===== src/rtl/player_bullet_ctrl_pkg.sv =====
// Shared game constants and the bullet lifecycle state encoding.
package player_bullet_ctrl_pkg;

    localparam int unsigned SCREEN_W = 640;
    localparam int unsigned SCREEN_H = 480;
    localparam int unsigned CW       = 10;

    typedef enum logic [1:0] {
        IDLE = 2'd0,
        FLY  = 2'd1,
        COOL = 2'd2
    } bullet_state_e;

endpackage : player_bullet_ctrl_pkg


===== src/rtl/player_bullet_ctrl_edge_rise.sv =====
// Rising-edge detector: one-cycle pulse on a 0->1 transition of a synchronous level.
module edge_rise (
    input  logic clk,
    input  logic rst,
    input  logic d,
    output logic pulse
);

    logic d_q;

    always_ff @(posedge clk or posedge rst) begin
        if (rst) begin
            d_q <= 1'b0;
        end else begin
            d_q <= d;
        end
    end

    assign pulse = d & ~d_q;

endmodule : edge_rise


===== src/rtl/player_bullet_ctrl.sv =====
// Player bullet owner: launch on fire edge, climb once per frame tick, retire on exit or hit.
module player_bullet_ctrl
    import player_bullet_ctrl_pkg::*;
#(
    parameter int unsigned CW       = player_bullet_ctrl_pkg::CW,
    parameter int unsigned SPEED    = 8,
    parameter int unsigned X_OFF    = 20,
    parameter int unsigned Y_OFF    = 10,
    parameter int unsigned COOLDOWN = 8
) (
    input  logic          clk,
    input  logic          rst,
    input  logic          frame_tick,
    input  logic          fire,
    input  logic [CW-1:0] p_x,
    input  logic [CW-1:0] p_y,
    input  logic          hit,
    output logic [CW-1:0] b_x,
    output logic [CW-1:0] b_y,
    output logic          mybullet_en,
    output logic [7:0]    shot_cnt
);

    localparam int unsigned CNT_W = (COOLDOWN < 2) ? 1 : $clog2(COOLDOWN + 1);

    bullet_state_e    state_q;
    logic [CW-1:0]    b_x_q;
    logic [CW-1:0]    b_y_q;
    logic             en_q;
    logic [7:0]       shot_cnt_q;
    logic [CNT_W-1:0] cool_cnt_q;

    logic             fire_rise;
    logic [CW-1:0]    launch_x;
    logic [CW-1:0]    launch_y;
    logic             exits_top;

    edge_rise u_fire_edge (
        .clk   (clk),
        .rst   (rst),
        .d     (fire),
        .pulse (fire_rise)
    );

    // Launch point clamps at the top edge rather than wrapping.
    assign launch_x  = p_x + CW'(X_OFF);
    assign launch_y  = (p_y < CW'(Y_OFF)) ? '0 : p_y - CW'(Y_OFF);
    assign exits_top = b_y_q < CW'(SPEED);

    always_ff @(posedge clk or posedge rst) begin
        if (rst) begin
            state_q    <= IDLE;
            b_x_q      <= '0;
            b_y_q      <= '0;
            en_q       <= 1'b0;
            shot_cnt_q <= '0;
            cool_cnt_q <= '0;
        end else begin
            case (state_q)
                IDLE: begin
                    if (fire_rise) begin
                        state_q    <= FLY;
                        b_x_q      <= launch_x;
                        b_y_q      <= launch_y;
                        en_q       <= 1'b1;
                        shot_cnt_q <= shot_cnt_q + 8'd1;
                    end
                end
                FLY: begin
                    // Hit outranks the tick so a struck bullet never moves on its final cycle.
                    if (hit || (frame_tick && exits_top)) begin
                        state_q    <= COOL;
                        en_q       <= 1'b0;
                        cool_cnt_q <= CNT_W'(COOLDOWN);
                    end else if (frame_tick) begin
                        b_y_q <= b_y_q - CW'(SPEED);
                    end
                end
                COOL: begin
                    if (cool_cnt_q == '0) begin
                        state_q <= IDLE;
                    end else if (frame_tick) begin
                        cool_cnt_q <= cool_cnt_q - CNT_W'(1);
                        if (cool_cnt_q == CNT_W'(1)) begin
                            state_q <= IDLE;
                        end
                    end
                end
                default: begin
                    state_q <= IDLE;
                    en_q    <= 1'b0;
                end
            endcase
        end
    end

    assign b_x         = b_x_q;
    assign b_y         = b_y_q;
    assign mybullet_en = en_q;
    assign shot_cnt    = shot_cnt_q;

endmodule : player_bullet_ctrl


===== config.mk =====
export PLATFORM = sky130hd
export DESIGN_NAME = player_bullet_ctrl
export DESIGN_NICKNAME = d
export VERILOG_FILES = /design/src/rtl/player_bullet_ctrl_pkg.sv /design/src/rtl/player_bullet_ctrl_edge_rise.sv /design/src/rtl/player_bullet_ctrl.sv
export SDC_FILE = /design/constraint.sdc
export NUM_CORES = 1
export LEC_CHECK = 0
export CORE_MARGIN = 2
export CORE_UTILIZATION = 51
export DETAILED_ROUTE_END_ITERATION = 12
export PLACE_DENSITY_LB_ADDON = 0.12
export SKIP_LAST_GASP = 1
export SLEW_MARGIN = 20
export SYNTH_ARGS = -nofsm -noshare
export SYNTH_HDL_FRONTEND = slang
export SYNTH_SLANG_ARGS = --single-unit

===== constraint.sdc =====
create_clock -name clk -period 5.2 [get_ports clk]
set_clock_uncertainty 0.2 [all_clocks]
set_input_delay 1.04 -clock clk [delete_from_list [all_inputs] [get_ports clk]]
set_output_delay 1.04 -clock clk [all_outputs]
set_load 0.03 [all_outputs]

==> results of run 1 <==
## metal layers
metal  part of all wire  wire, um  vias to the layer above
met5                  0         0                        -
met4              0.014        61                        0
met3              0.055       231                        7
met2               0.47      1980                       44
met1               0.46      1950                      766
li1                   -         -                      825
## metrics by stage
stage / hold slack, ns / std cells / setup slack, ns / total power [W] / cell area, um2
final: 0.279 / 305 / 2.42 / 0.00143 / 2620
after global placement: 0.257 / 297 / 2.17 / 0.00121 / 2530
after global routing: 0.288 / 305 / 2.34 / 0.00151 / 2620
after floorplan: 0.299 / 201 / 2.83 / 0.000941 / 1950
after CTS: 0.285 / 305 / 2.42 / 0.00143 / 2620
after detailed placement: 0.269 / 297 / 2.10 / 0.00122 / 2530
## registers in the layout, summed over array words and instances (netlist names)
| register | count |
|---|---|
| state_q | 2 |
| shot_cnt | 8 |
| mybullet_en | 1 |
| cool_cnt_q | 4 |
| b_y | 10 |
| u_fire_edge.d_q | 1 |
| b_x | 10 |
## cells in the mapped netlist (all sizes together)
library cell,number
nor3b,2
a31o,1
nor2b,5
nor2,12
o31ai,5
a21o,1
a221o,1
o21ai,18
nand4,2
ha,6
mux2i,2
o2111ai,1
nor3,8
nand3,2
xor2,9
a21oi,9
a31oi,1
inv,8
a311oi,2
nand2,34
clkbuf,5
and3,1
nand2b,5
buf,1
or4,1
o311ai,1
o22ai,2
a22o,2
dfrtp,36
o32a,1
nor4,1
a211oi,2
and2b,2
xnor2,6
o311a,2
o21a,2
mux2,1
nor4b,1
## layout make-up
class,count,share of cell area
multi-input cells,151,0.381
flip-flops and latches,36,0.344
repair buffers,54,0.206
clock buffers,8,0.0344
well taps,48,0.0230
inverters,8,0.0115
## critical path, stage by stage
cell	delay, ns
clkdlybuf4s50_1	0.50
inv_1	0.06
ha_1	0.20
nor2b_1	0.27
nor2_1	0.09
xnor2_1	0.19
nor3_1	0.06
o32a_1	0.33
## power breakdown
| group | internal, W | switching, W | total [W] |
|---|---|---|---|
| sequential | 0.000397 | 0.000115 | 0.000511 |
| clock | 0.000108 | 0.0000974 | 0.000205 |
| combinational | 0.000304 | 0.000405 | 0.000709 |
| total | 0.000809 | 0.000617 | 0.00143 |
## layout by cell type (no fill, tap or decap), types with 2 or more instances in the layout
cell type        instances
o22ai_1                  2
xor2_1                   9
ha_1                     6
nand3_1                  2
xnor2_1                  6
a22o_1                   2
mux2i_1                  2
o21ai_0                 18
clkdlybuf4s50_1         53
o311a_1                  2
nand2_1                 34
o21a_1                   2
dfrtp_1                 36
nor2_1                  12
clkbuf_1                 2
o31ai_1                  5
nor2b_1                  4
clkbuf_8                 6
nand2b_1                 5
a21oi_1                  9
inv_1                    8
a311oi_1                 2
nor3_1                   7
## kinds of logic (layout without fill, tap and decap cells)
logic type / count (synthesis) / in the layout / synth area share
and+or+nand+nor: 76 / 76 / 0.200
AOI/OAI and AO/OA: 51 / 51 / 0.188
DFF: 36 / 36 / 0.461
xor gates and xnor gates: 15 / 15 / 0.0672
buffers and inverters: 14 / 70 / 0.0288
adders and majority gates: 6 / 6 / 0.0384
muxes: 3 / 3 / 0.0160
## final timing paths
kind / startpoint / slack, ns / endpoint
max in group asynchronous: rst / 3.53 / cool_cnt_q[1]$_DFFE_PP0P_
min: b_x[5]$_DFFE_PP0P_ / 0.28 / b_x[5]$_DFFE_PP0P_
min in group asynchronous: rst / 0.95 / shot_cnt[0]$_DFFE_PP0P_
min reg2reg: b_x[5]$_DFFE_PP0P_ / 0.28 / b_x[5]$_DFFE_PP0P_
max reg2reg: state_q[1]$_DFFE_PP0P_ / 3.07 / cool_cnt_q[3]$_DFFE_PP0P_
max: p_y[1] / 2.42 / b_y[5]$_DFFE_PP0P_
==> results.yml, run 1 <==
hold_path:
  hold_depth: 2
  min_path_type: "reg2reg"
logic_synthesis:
  yosys_warnings: 0
  ys_types: 44
  syn_inst: 201
  avgSynthCellArea_um2: 9.72
  synth_top_area_share: 0.461
  yosys-top-cells-area: "dfrtp_1 (46%), nand2_1 (6.5%), o21ai_0 (4.6%)"
  synthesis.nets: 232
  yosys.area.top_type: "dfrtp_1"
  syn_area_um2: 1950
  seq_area_frac_synth: 0.461
  synth-seq-cells: 36
global_route:
  grt.overflow.total: 0
  met3_usage: 0.0613
  grt_use_met2: 0.335
  grt_max_degree: 37
  use_met1: 0.272
  antenna_found_initial: 0
  grt_pass1_wl_um: 6870
  grt_pass1_vias: 1479
  grt_usage: 0.212
  top_usage_layer: "met2"
floorplanning:
  initial_core_util: 0.534
  die_h_um: 65.9
  rows: 22
  die_w_um: 65.9
  die_area_um2: 4340
  core-area_um2: 3660
  num_io_pins: 54
detailed_routing:
  drc: 0
  drt_iter0_drc: 66
  avgRoutedWirePerCell_um: 13.8
  wl_um: 4220
  final_antenna_net_count: 0
  vias_per_cell: 5.38
  drt-pass1-iter-count: 4
  num_vias: 1642
timing:
  tns_ns: 0
  tightest_slew_ns: 0.848
  drv_slew: 0
  period_share: 0.535
  max_freq_ghz: 0.360
  finalHoldViolCount: 0
  finalSetupViolations: 0
  relSlewSlack: 0.434
  rsz0062_at_grt: "false"
  fin_crit_ns: 2.78
cells_and_area:
  drive_gt1_frac: 0.0739
  syn_to_final_growth_pct: 33.9
  multiInputGateArea_um2: 997
  final_util: 0.715
  antenna_cells: 0
  fillers: 300
  final_nets: 287
  final-seq-area_um2: 901
worst_setup_path:
  cp-end-kind: "flip-flop"
  critPathMaxFanout: 4
  critPathKind: "in2reg"
  worstSetupStartpointType: "input pin"
  worstPathRequired_ns: 5.17
  r2r_cells: 4
  worst_ep_arrival_time_ns: 2.75
power_and_ir_drop:
  ir_drop_uv: 274
  p_per_area_nw_per_um2: 545
  power.leakage_nw: 1.13
clock_tree:
  cts_hold_buf: 0
  clock_path_buffers: 2
  ctsResizeCount: 0
  numCtsBuffers: 5
  clkTransAtPathRegs_ns: 0.07
  htreeDepth: 2
  root_buffer: "clkbuf_8"
  post-cts-setup-buffers: 0
  cts_tree: "built"
  clk_latency_ns: 0.29
  cts_sinks: 36
run_status:
  status: "completed"
run:
  cap_violations: 0
placement:
  gp_congestion: 0.802
  io_buffers: 53
  hpwl_um: 3100
Power figures use the tool's default switching activity.
==> inputs of run 2 (changes only) <==
--- a/config.mk
+++ b/config.mk
@@ -6,7 +6,7 @@
 export NUM_CORES = 1
 export LEC_CHECK = 0
 export CORE_MARGIN = 2
-export CORE_UTILIZATION = 51
+export CORE_UTILIZATION = 43
 export DETAILED_ROUTE_END_ITERATION = 12
 export PLACE_DENSITY_LB_ADDON = 0.12
 export SKIP_LAST_GASP = 1
==> constraint.sdc (replaced) <==
create_clock -name clk -period 2.3 [get_ports clk]
set_clock_uncertainty 0.2 [all_clocks]
set_input_delay 0.46 -clock clk [delete_from_list [all_inputs] [get_ports clk]]
set_output_delay 0.46 -clock clk [all_outputs]
set_load 0.03 [all_outputs]
==> run 2 against run 1 <==
Compared with the run above: critical path depth stayed put; largest cell class unchanged; setup slack worse by 2.3 ns; wire length is 5.0% higher; highest routed layer unchanged; critical endpoint unchanged; critical path type unchanged.
==> results.yml, run 2 (synthesis gave the netlist of run 1 again) <==
placement:
  placed_cells: 317
  io_buffers: 53
  gp_congestion: 0.816
  hpwl_um: 3200
floorplanning:
  core-area_um2: 4350
  num_io_pins: 54
  die_h_um: 71.4
  die_area_um2: 5100
  die_w_um: 71.4
  rows: 24
  initial_core_util: 0.449
cells_and_area:
  antenna_cells: 0
  drive_gt1_frac: 0.129
  final_common_cell: "clkdlybuf4s50_1"
  final_cell_mix: "clkdlybuf4s50_1 (53), dfrtp_1 (36), nand2_1 (34), o21ai_0 (18), buf_4 (16)"
  final_nets: 303
  fillers: 371
  fin_cells: 324
  final_util: 0.630
  final-seq-area_um2: 901
  multiInputGateArea_um2: 997
  syn_to_final_growth_pct: 40.3
global_route:
  grt.overflow.total: 0
  grt_pass1_vias: 1614
  antenna_found_initial: 0
  grt_usage: 0.186
  grt_max_degree: 37
  grt_pass1_wl_um: 7440
detailed_routing:
  drt-pass1-iter-count: 4
  final_antenna_net_count: 0
  avgRoutedWirePerCell_um: 13.7
  num_vias: 1713
  drt_iter0_drc: 98
  vias_per_cell: 5.29
  wl_um: 4440
  drc: 0
timing:
  max_freq_ghz: 0.466
  fin_crit_ns: 2.15
  rsz0062_at_grt: "false"
  finalHoldViolCount: 0
  finalSetupViolations: 0
  timing.hold.ws_ns: 0.273
  period_share: 0.933
  drv_slew: 0
  tightest_slew_ns: 0.454
  relSlewSlack: 0.698
run:
  cap_violations: 0
clock_tree:
  cts_tree: "built"
  clkTransAtPathRegs_ns: 0.07
  cts_sinks: 36
  htreeDepth: 2
  clock_path_buffers: 2
  post-cts-setup-buffers: 0
  numCtsBuffers: 5
  clk_latency_ns: 0.29
  root_buffer: "clkbuf_8"
  ctsResizeCount: 0
  cts_hold_buf: 0
worst_setup_path:
  critPathKind: "in2reg"
  cp-end-kind: "flip-flop"
  worst_ep_arrival_time_ns: 2.11
  worstPathRequired_ns: 2.27
  critPathMaxFanout: 4
  worstSetupStartpointType: "input pin"
hold_path:
  min_path_type: "reg2reg"
run_status:
  status: "completed"
power_and_ir_drop:
  power.leakage_nw: 1.21
  ir_drop_uv: 778
  p_per_area_nw_per_um2: 1180
[run 2: cell type report]
class	count	share of cell area
multi-input combinational	151	0.364
sequential	36	0.329
timing repair buffer	70	0.245
clock buffer	6	0.0265
tap	52	0.0237
inverter	8	0.0110
clock inverter	1	0.00183
[run 2: worst paths after layout]
| path | start | to | slack [ns] | cells after the start |
|---|---|---|---|---|
| setup / recovery | p_y[1] | b_y[5]$_DFFE_PP0P_ | 0.15 | 8 |
| hold / removal | b_x[3]$_DFFE_PP0P_ | b_x[3]$_DFFE_PP0P_ | 0.27 | 2 |
| setup reg to reg | b_y[7]$_DFFE_PP0P_ | b_y[5]$_DFFE_PP0P_ | 0.27 | 5 |
| hold reg to reg | b_x[3]$_DFFE_PP0P_ | b_x[3]$_DFFE_PP0P_ | 0.27 | 2 |
| max in group asynchronous | rst | shot_cnt[6]$_DFFE_PP0P_ | 1.20 | 3 |
| min in group asynchronous | rst | mybullet_en$_DFFE_PP0P_ | 0.37 | 3 |
[run 2: power breakdown]
group,internal (W),switching [W],total (W)
combinational,0.000738,0.000932,0.00167
sequential,0.000897,0.000253,0.00115
clock,0.000206,0.000215,0.000421
[run 2: stage by stage]
step	cell area (um2)	power, W	setup WS (ns)	setup TNS, ns
2_1_floorplan	1950	0.00213	0.417	0
3_3_place_gp	2660	0.00281	-0.0887	-0.189
3_5_place_dp	2660	0.00283	-0.142	-0.349
4_1_cts	2740	0.00327	0.138	0
5_1_grt	2740	0.00346	0.0160	0
6_report	2740	0.00324	0.153	0
[run 2: metal layers]
metal,vias up,GRT usage,share of wire
li1,845,-,-
met2,62,0.279,0.44
met1,798,0.251,0.48
met4,0,0.0755,0.018
met3,8,0.0577,0.069
met5,-,0,0
[run 2: critical path, stage by stage]
cell and delay, ns:
clkdlybuf4s50_1 0.50, inv_1 0.05, ha_1 0.20, nor2b_1 0.24
nor2_1 0.08, xnor2_1 0.14, nor3_1 0.07, o32a_1 0.36
==> inputs of run 3 (changes only) <==
--- a/config.mk
+++ b/config.mk
@@ -5,8 +5,9 @@
 export SDC_FILE = /design/constraint.sdc
 export NUM_CORES = 1
 export LEC_CHECK = 0
+export ABC_AREA = 1
 export CORE_MARGIN = 2
-export CORE_UTILIZATION = 43
+export CORE_UTILIZATION = 44
 export DETAILED_ROUTE_END_ITERATION = 12
 export PLACE_DENSITY_LB_ADDON = 0.12
 export SKIP_LAST_GASP = 1
==> run 3 against run 2 <==
Compared with the run above: critical path depth decreased by 7; critical endpoint is now shot_cnt[3]; sequential cell count unchanged; sequential power about the same; setup slack improved by 0.068 ns; register-to-register slack improved by 0.31 ns; die area increased by 4.8%; non-clock buffer count decreased by 12; first-iteration DRC count increased by 6.1%; synthesized cell count increased by 43%; global-route usage increased by 1.0 points; maximum frequency increased by 3.3%; core utilization decreased by 2.7 points.
==> results.yml, run 3 <==
run:
  cap_violations: 0
power_and_ir_drop:
  p_seq_frac: 0.332
  ir_drop_uv: 660
  power.leakage_nw: 1.43
  combPwrFrac: 0.530
  p_int_w: 0.00187
  p_sw_frac: 0.449
  switchingPower_w: 0.00153
  clkPwrFrac: 0.139
  p_per_area_nw_per_um2: 1210
clock_tree:
  cts_tree: "built"
  clock_path_buffers: 2
  post-cts-setup-buffers: 0
  ctsResizeCount: 0
  htreeDepth: 2
  numCtsBuffers: 5
  root_buffer: "clkbuf_8"
  clkTransAtPathRegs_ns: 0.08
  cts_sinks: 36
  cts_hold_buf: 0
  clk_latency_ns: 0.29
timing:
  fin_crit_ns: 2.08
  relSlewSlack: 0.696
  tns_ns: 0
  finalHoldViolCount: 0
  period_share: 0.904
  timing.hold.ws_ns: 0.273
  finalSetupViolations: 0
  worst_slack_ns: 0.222
  rsz0062_at_grt: "false"
  max_freq_ghz: 0.481
  drv_slew: 0
  tightest_slew_ns: 0.456
floorplanning:
  die_h_um: 73.1
  rows: 25
  die_w_um: 73.1
  initial_core_util: 0.451
  die_area_um2: 5340
  core-area_um2: 4660
  num_io_pins: 54
run_status:
  status: "completed"
logic_synthesis:
  synthesis.nets: 318
  seq_area_frac_synth: 0.429
  yosys.area.top_type: "dfrtp_1"
  synth_top_area_share: 0.429
  yosys_warnings: 0
  ys_types: 28
  syn_area_um2: 2100
  yosys.cell_count.top_type: "nand2_1"
  ys_top_cells_by_count: "nand2_1 (105), dfrtp_1 (36), inv_1 (32)"
  syn_inst: 287
  avgSynthCellArea_um2: 7.32
  synth_edf_count: 0
  synth_ff_type: "dfrtp_1"
  synth-async-reset-ratio: 1.00
  yosys-top-cells-area: "dfrtp_1 (43%), nand2_1 (19%), inv_1 (5.7%)"
  synth-seq-cells: 36
global_route:
  grt_usage: 0.196
  met3_usage: 0.0525
  top_usage_layer: "met2"
  use_met1: 0.260
  grt_pass1_vias: 1864
  grt_pass1_wl_um: 8160
  antenna_found_initial: 0
  grt.overflow.total: 0
  grt_use_met2: 0.304
  grt_max_degree: 37
cells_and_area:
  multiInputGateArea_um2: 1040
  final-seq-area_um2: 901
  syn_to_final_growth_pct: 33.7
  final_common_cell: "nand2_1"
  drive_gt1_frac: 0.0917
  final_nets: 379
  fillers: 434
  antenna_cells: 0
  final_util: 0.603
  final_cell_mix: "nand2_1 (105), clkdlybuf4s50_1 (53), dfrtp_1 (36), inv_1 (32), nor2_1 (21)"
worst_setup_path:
  cp-end-kind: "primary output"
  critical_path.max_stage_delay_ns: 0.71
  critPathKind: "reg2out"
  slowest_stage: "clkdlybuf4s50_1"
  worstPathRequired_ns: 1.64
  crit_family: "buffers and inverters"
  critPathMaxFanout: 4
  worstSetupStartpointType: "flip-flop"
  path_cells: "clkdlybuf4s50_1"
  crit_buf_inv: 1
  worst_ep_arrival_time_ns: 1.42
placement:
  gp_congestion: 0.870
  hpwl_um: 3510
  dp_slack_ns: 0.160
  io_buffers: 53
detailed_routing:
  drt_iter0_drc: 104
  vias_per_cell: 4.90
  num_vias: 1976
  wl_um: 4620
  avgRoutedWirePerCell_um: 11.5
  drt-pass1-iter-count: 4
  final_antenna_net_count: 0
  drc: 0
hold_path:
  min_path_type: "reg2reg"
## run 3: power by group through the flow
stage	registers [W]	logic, W	clock network (W)
floorplan	0.00153	0.000724	0
global placement	0.00114	0.00178	0
detailed placement	0.00113	0.00181	0
CTS	0.00113	0.00182	0.000487
global route	0.00117	0.00198	0.000512
finish	0.00113	0.00180	0.000471
## run 3: per-layer routing
layer / vias up / part of all wire
met5: - / 0
met4: 0 / 0.016
met3: 8 / 0.051
met2: 58 / 0.45
met1: 896 / 0.48
li1: 1014 / -
## run 3: layout make-up
class                      instances  area share
inverter                          37      0.0494
clock inverter                     1     0.00267
clock buffer                       7      0.0307
tap                               54      0.0241
timing repair buffer              58       0.202
multi-input combinational        210       0.370
sequential                        36       0.321
## run 3: worst paths after layout
path	to	start	depth (start not counted)	slack, ns
worst max-delay path	shot_cnt[3]	shot_cnt[3]$_DFFE_PP0P_	1	0.22
max in group asynchronous	b_y[3]$_DFFE_PP0P_	rst	3	1.20
worst max register to register	b_y[9]$_DFFE_PP0P_	b_y[3]$_DFFE_PP0P_	10	0.58
min in group asynchronous	shot_cnt[7]$_DFFE_PP0P_	rst	3	0.36
worst min-delay path	shot_cnt[7]$_DFFE_PP0P_	shot_cnt[7]$_DFFE_PP0P_	1	0.27
worst min register to register	shot_cnt[7]$_DFFE_PP0P_	shot_cnt[7]$_DFFE_PP0P_	1	0.27
## run 3: cell families after synthesis
group | Yosys count | share of synthesized area
AO/OA/AOI/OAI | 28 | 0.0744
XOR/XNOR | 13 | 0.0542
adder cells (fa/ha/maj) | 6 | 0.0357
buffers and inverters | 41 | 0.0762
flip-flops | 36 | 0.429
AND/OR/NAND/NOR | 163 | 0.331
## run 3: metrics by stage
stage | total power (W) | cell area, um2 | cells
6_report | 0.00340 | 2810 | 403
5_1_grt | 0.00366 | 2810 | 403
4_1_cts | 0.00344 | 2810 | 403
3_5_place_dp | 0.00295 | 2720 | 395
3_3_place_gp | 0.00292 | 2720 | 395
2_1_floorplan | 0.00226 | 2100 | 287
